[config.mk]
export PLATFORM = sky130hd
export DESIGN_NAME = key_event_decoder
export DESIGN_NICKNAME = d
export VERILOG_FILES = /design/src/rtl/key_event_pkg.sv /design/src/rtl/key_event_chan.sv /design/src/rtl/key_event_decoder.sv
export SDC_FILE = /design/constraint.sdc
export NUM_CORES = 1
export LEC_CHECK = 0
export ABC_AREA = 1
export BUFFER_PORTS_ARGS = -buffer_cell sky130_fd_sc_hd__buf_2
export CAP_MARGIN = 15
export CORE_MARGIN = 2
export CORE_UTILIZATION = 25
export DETAILED_ROUTE_END_ITERATION = 10
export GPL_ROUTABILITY_DRIVEN = 1
export GPL_TIMING_DRIVEN = 0
export PLACE_DENSITY = 0.41
export SLEW_MARGIN = 20
export SYNTH_ARGS = -nofsm -noshare
export SYNTH_HDL_FRONTEND = slang
export SYNTH_SLANG_ARGS = --single-unit
[constraint.sdc]
create_clock -name clk -period 3.7 [get_ports clk]
set_input_delay 0.74 -clock clk [delete_from_list [all_inputs] [get_ports clk]]
set_output_delay 0.74 -clock clk [all_outputs]
set_load 0.005 [all_outputs]
[src/rtl/key_event_pkg.sv]
// Shared state encoding and helpers for the key event decoder.
package key_event_pkg;

  typedef logic [1:0] state_t;

  localparam state_t ST_IDLE        = 2'd0;
  localparam state_t ST_DEB_PRESS   = 2'd1;
  localparam state_t ST_HELD        = 2'd2;
  localparam state_t ST_DEB_RELEASE = 2'd3;

  function automatic int unsigned max_u(input int unsigned a, input int unsigned b);
    return (a > b) ? a : b;
  endfunction

endpackage

[src/rtl/key_event_chan.sv]
// One key: 2-flop synchroniser, debounce FSM and event pulses.
// Optional auto-repeat of key_press while held: define KEY_AUTOREPEAT_EN.
module key_event_chan
  import key_event_pkg::*;
#(
  parameter int unsigned STABLE_CYCLES = 500000,
  parameter int unsigned REPEAT_DELAY  = 25000000,
  parameter int unsigned REPEAT_PERIOD = 5000000
) (
  input  logic clk,
  input  logic reset_n,
  input  logic key_sw,
  output logic key_pressed,
  output logic key_press,
  output logic key_release
);

  localparam int unsigned CNT_W = (STABLE_CYCLES > 2) ? $clog2(STABLE_CYCLES) : 1;
  // The cycle that leaves IDLE/HELD already counts as the first stable sample.
  localparam logic [CNT_W-1:0] CNT_LAST = CNT_W'(STABLE_CYCLES - 2);

  logic             sync1_q, sync2_q;
  logic             p_c;
  state_t           state_q, state_d;
  logic [CNT_W-1:0] cnt_q, cnt_d;
  logic             pressed_q, pressed_d;
  logic             press_q, press_d;
  logic             release_q, release_d;

`ifdef KEY_AUTOREPEAT_EN
  localparam int unsigned RPT_W = $clog2(max_u(REPEAT_DELAY, REPEAT_PERIOD)) + 1;
  localparam logic [RPT_W-1:0] RPT_FIRST = RPT_W'(REPEAT_DELAY - 1);
  localparam logic [RPT_W-1:0] RPT_NEXT  = RPT_W'(REPEAT_PERIOD - 1);

  logic [RPT_W-1:0] rpt_q, rpt_d;
  logic             armed_q, armed_d;
`else
  logic [63:0] unused_repeat_cfg;
  assign unused_repeat_cfg = {32'(REPEAT_DELAY), 32'(REPEAT_PERIOD)};
`endif

  assign p_c = ~sync2_q;

  // Debounce FSM and event generation.
  always_comb begin
    state_d   = state_q;
    cnt_d     = cnt_q;
    pressed_d = pressed_q;
    press_d   = 1'b0;
    release_d = 1'b0;
`ifdef KEY_AUTOREPEAT_EN
    rpt_d     = rpt_q;
    armed_d   = armed_q;
`endif
    case (state_q)
      ST_IDLE: begin
        if (p_c) begin
          state_d = ST_DEB_PRESS;
          cnt_d   = '0;
        end
      end
      ST_DEB_PRESS: begin
        if (!p_c) begin
          state_d = ST_IDLE;
        end else if (cnt_q == CNT_LAST) begin
          state_d   = ST_HELD;
          pressed_d = 1'b1;
          press_d   = 1'b1;
`ifdef KEY_AUTOREPEAT_EN
          rpt_d     = '0;
          armed_d   = 1'b0;
`endif
        end else begin
          cnt_d = cnt_q + CNT_W'(1);
        end
      end
      ST_HELD: begin
        if (!p_c) begin
          state_d = ST_DEB_RELEASE;
          cnt_d   = '0;
        end
`ifdef KEY_AUTOREPEAT_EN
        else if (rpt_q == (armed_q ? RPT_NEXT : RPT_FIRST)) begin
          press_d = 1'b1;
          rpt_d   = '0;
          armed_d = 1'b1;
        end else begin
          rpt_d = rpt_q + RPT_W'(1);
        end
`endif
      end
      ST_DEB_RELEASE: begin
        if (p_c) begin
          state_d = ST_HELD;
        end else if (cnt_q == CNT_LAST) begin
          state_d   = ST_IDLE;
          pressed_d = 1'b0;
          release_d = 1'b1;
`ifdef KEY_AUTOREPEAT_EN
          rpt_d     = '0;
          armed_d   = 1'b0;
`endif
        end else begin
          cnt_d = cnt_q + CNT_W'(1);
        end
      end
      default: begin
        state_d = ST_IDLE;
        cnt_d   = '0;
      end
    endcase
  end

  // Synchronisers preset to "released" so reset never produces a press.
  always_ff @(posedge clk or negedge reset_n) begin
    if (!reset_n) begin
      sync1_q   <= 1'b1;
      sync2_q   <= 1'b1;
      state_q   <= ST_IDLE;
      cnt_q     <= '0;
      pressed_q <= 1'b0;
      press_q   <= 1'b0;
      release_q <= 1'b0;
`ifdef KEY_AUTOREPEAT_EN
      rpt_q     <= '0;
      armed_q   <= 1'b0;
`endif
    end else begin
      sync1_q   <= key_sw;
      sync2_q   <= sync1_q;
      state_q   <= state_d;
      cnt_q     <= cnt_d;
      pressed_q <= pressed_d;
      press_q   <= press_d;
      release_q <= release_d;
`ifdef KEY_AUTOREPEAT_EN
      rpt_q     <= rpt_d;
      armed_q   <= armed_d;
`endif
    end
  end

  assign key_pressed = pressed_q;
  assign key_press   = press_q;
  assign key_release = release_q;

endmodule

[src/rtl/key_event_decoder.sv]
// Debounced level and press/release pulses for W active-low push keys.
// Optional auto-repeat of key_press while held: define KEY_AUTOREPEAT_EN.
module key_event_decoder
  import key_event_pkg::*;
#(
  parameter int unsigned W             = 4,
  parameter int unsigned STABLE_CYCLES = 500000,
  parameter int unsigned REPEAT_DELAY  = 25000000,
  parameter int unsigned REPEAT_PERIOD = 5000000
) (
  input  logic         clk,
  input  logic         reset_n,
  input  logic [W-1:0] key_sw,
  output logic [W-1:0] key_pressed,
  output logic [W-1:0] key_press,
  output logic [W-1:0] key_release
);

  for (genvar g = 0; g < W; g++) begin : g_chan
    key_event_chan #(
      .STABLE_CYCLES (STABLE_CYCLES),
      .REPEAT_DELAY  (REPEAT_DELAY),
      .REPEAT_PERIOD (REPEAT_PERIOD)
    ) u_chan (
      .clk         (clk),
      .reset_n     (reset_n),
      .key_sw      (key_sw[g]),
      .key_pressed (key_pressed[g]),
      .key_press   (key_press[g]),
      .key_release (key_release[g])
    );
  end

endmodule

==> reports/metrics.cfg <==
[outcome]
run_status = finished clean

[synth]
synth_edf_count = 0
synth_area_um2 = 6240
synth_flop_cell = dfrtp_1
syn_area_per_cell_um2 = 7.01
ys_types = 34
syn_inst = 890
async_flop_share_pct = 100
ys_seq_elements = 104
synth-seq-area-share_pct = 41.9
yosys_warnings = 0
synth_nets = 904

[critical_path]
crit_fanout = 10
cp.required_ps = 3980
setup.worst_path.start_class = flop
crit_path_end_kind = flop
critPathArrivalTime_ps = 2270
critPathKind = reg2reg

[final_layout]
fillers = 2714
n_antenna_cell = 0
fin_cells = 1248
area_growth_syn_to_layout_pct = 12.9
drive_gt1_share_pct = 9.42
fin_nets = 933

[sta]
rsz0062_at_grt = false
maxSlewHeadroom_pct = 61.4
setup-violations-final = 0
fmaxAchievable_mhz = 501
slew_viol_final = 0
period_share_pct = 53.9
fin_crit_ps = 2000
fin_worst_skew_ps = 7.31
hold_viol = 0
worst_slew_pin_slew_ps = 579
tns_ps = 0

[routing]
avgViaCountPerCell = 4.31
drt-total-wl_um = 16000
drt_iter0_drc = 355
first_pass_iters = 7
drcViolationCount = 0
vias = 5377
ant_nets = 0
wl_per_cell_um = 12.9

[place]
dp.cells = 1232
routabilityCongestion = 0.808
io_buffers = 17
hpwlAfterDp_um = 11600

[pwr]
power_uw = 2310
switching_share_pct = 27.1
share_comb_of_total_power_pct = 6.7
p_clk_share_pct = 41.5
p_int_uw = 1680
p_leak_uw = 0.00297
vdd_drop_max_uv = 227
seq_power_share_pct = 51.8
powerDensity_nw_per_um2 = 327
power_switching_uw = 625

[min_path]
hp-class = in2async

[global_routing]
grt_pass1_wl_um = 27200
grtUsageTotal_pct = 12.9
grt_max_degree = 56
antenna_found_initial = 0
grt_overflow = 0
grt_pass1_vias = 5326

[cts]
clock_sinks = 104
cts_max_level = 3
cts_tree = done
postCtsSetupBuffers = 0
postCtsHoldBufs = 0
cts_root_buf = clkbuf_16
cts_resized = 0
path_clk_slew_ps = 70
max-clock-path-buffers = 2
cts_inserted_buffers = 9
clk_latency_ps = 360

[die]
rows = 57
start_util_pct = 25.6
io_pins = 18
die_area_um2 = 26200
die_h_um = 162
design.core.area_um2 = 24400
die_w_um = 162

[flow_run]
maxCapViolCount = 0

## path summary, 6_finish.rpt
kind,startpoint,to,slack [ps],depth (start not counted)
setup / recovery,g_chan[0].u_chan.cnt_q[0]$_DFFE_PN0P_,g_chan[0].u_chan.cnt_q[2]$_DFFE_PN0P_,1700,11
hold / removal,reset_n,g_chan[0].u_chan.cnt_q[2]$_DFFE_PN0P_,330,1
setup reg to reg,g_chan[0].u_chan.cnt_q[0]$_DFFE_PN0P_,g_chan[0].u_chan.cnt_q[2]$_DFFE_PN0P_,1700,11
hold reg to reg,g_chan[0].u_chan.sync1_q$_DFF_PN1_,g_chan[0].u_chan.sync2_q$_DFF_PN1_,360,0
max in group asynchronous,reset_n,g_chan[1].u_chan.sync2_q$_DFF_PN1_,2660,2
min in group clk,g_chan[0].u_chan.sync1_q$_DFF_PN1_,g_chan[0].u_chan.sync2_q$_DFF_PN1_,360,0
## critical path, stage by stage, from the launching register on
cell and delay [ps]:
dfrtp_1 460, inv_1 100, ha_1 160, nand2_1 60, nor2_1 100, nand2_1 50
nor2_1 250, nor2_1 100, inv_2 170, buf_2 290, nand2_1 80, o21ai_0 80
## routing by layer
| layer | global-route usage, % | vias up | share of wire, % |
|---|---|---|---|
| met5 | 0 | - | 0 |
| met4 | 2.98 | 0 | 0.89 |
| met3 | 2.09 | 9 | 2.3 |
| met2 | 20.7 | 52 | 45 |
| met1 | 18.2 | 2453 | 52 |
| li1 | - | 2863 | - |
## area by class of cell
| type | instances | area [um^2] | area share [%] |
|---|---|---|---|
| Multi-Input combinational cell | 668 | 3080 | 43.7 |
| Timing Repair Buffer | 18 | 119 | 1.69 |
| Tap cell | 324 | 405 | 5.75 |
| Sequential cell | 104 | 2610 | 37.1 |
| Inverter | 87 | 332 | 4.71 |
| Clock inverter | 6 | 53.8 | 0.764 |
| Buffer | 31 | 219 | 3.11 |
| Clock buffer | 10 | 229 | 3.25 |
## stage by stage
stage / setup WS [ps] / cell area [um^2] / hold WS [ps] / util [%]
after floorplan: 2080 / 6240 / 345 / -
after global placement: 444 / 6730 / 346 / 27.6
after detailed placement: 1720 / 6760 / 347 / 27.7
after CTS: 1700 / 7050 / 347 / 28.9
after global routing: 1420 / 7050 / 356 / 28.9
final: 1700 / 7050 / 326 / 28.9
## power groups by stage
stage	Combinational (uW)	Clock (uW)	Sequential, uW
floorplan	92.0	0	1210
global placement	157	0	1220
detailed placement	160	0	1220
CTS	160	1020	1200
global route	179	1050	1200
finish	154	957	1200
## synth_stat cells (8+ instances only)
library cell | count | area (um^2)
dfrtp_1 | 96 | 2400
o21ai_0 | 54 | 270
nand3_1 | 85 | 425
dfstp_2 | 8 | 210
o21ai_1 | 20 | 100
nand2_1 | 288 | 1080
ha_1 | 8 | 100
o21bai_1 | 10 | 75.1
nand4_1 | 16 | 100
xor2_1 | 20 | 175
buf_4 | 18 | 135
inv_1 | 81 | 304
nor2_1 | 130 | 488
## state kept, by name, indices dropped and copies added, names as in the netlist, named ones only
register                   flops
g_chan.u_chan.state_q          4
g_chan.u_chan.key_release      4
g_chan.u_chan.key_pressed      4
g_chan.u_chan.key_press        4
g_chan.u_chan.sync2_q          4
g_chan.u_chan.sync1_q          4
g_chan.u_chan.cnt_q           76
## cells in the final DEF (no fill, tap or decap), types with 2 or more instances in the layout
master       n
buf_2       20
nand4_1     16
inv_2        4
clkbuf_16    9
o21ai_2      3
clkinv_4     4
o21bai_1    10
nand2_1    288
xor2_1      20
nor2_1     130
inv_8        2
or2_2        6
clkbuf_1     5
o21ai_0     54
ha_1         8
nand3b_1     6
buf_6        5
nor3_1       6
dfrtp_1     96
dfstp_2      8
inv_1       81
a21oi_1      3
and2_1       4
buf_4       18
o21ai_1     20
nand3_1     85
nor2_2       2
## logic make-up after synthesis
family	after synthesis	share of synthesized area (%)
fa+ha+maj	8	1.60
compound gates	90	7.80
simple gates	549	36.9
flops	104	41.9
buf+inv	118	8.82
xor+xnor	21	2.95
No activity file was read; power rests on OpenSTA's default activity.
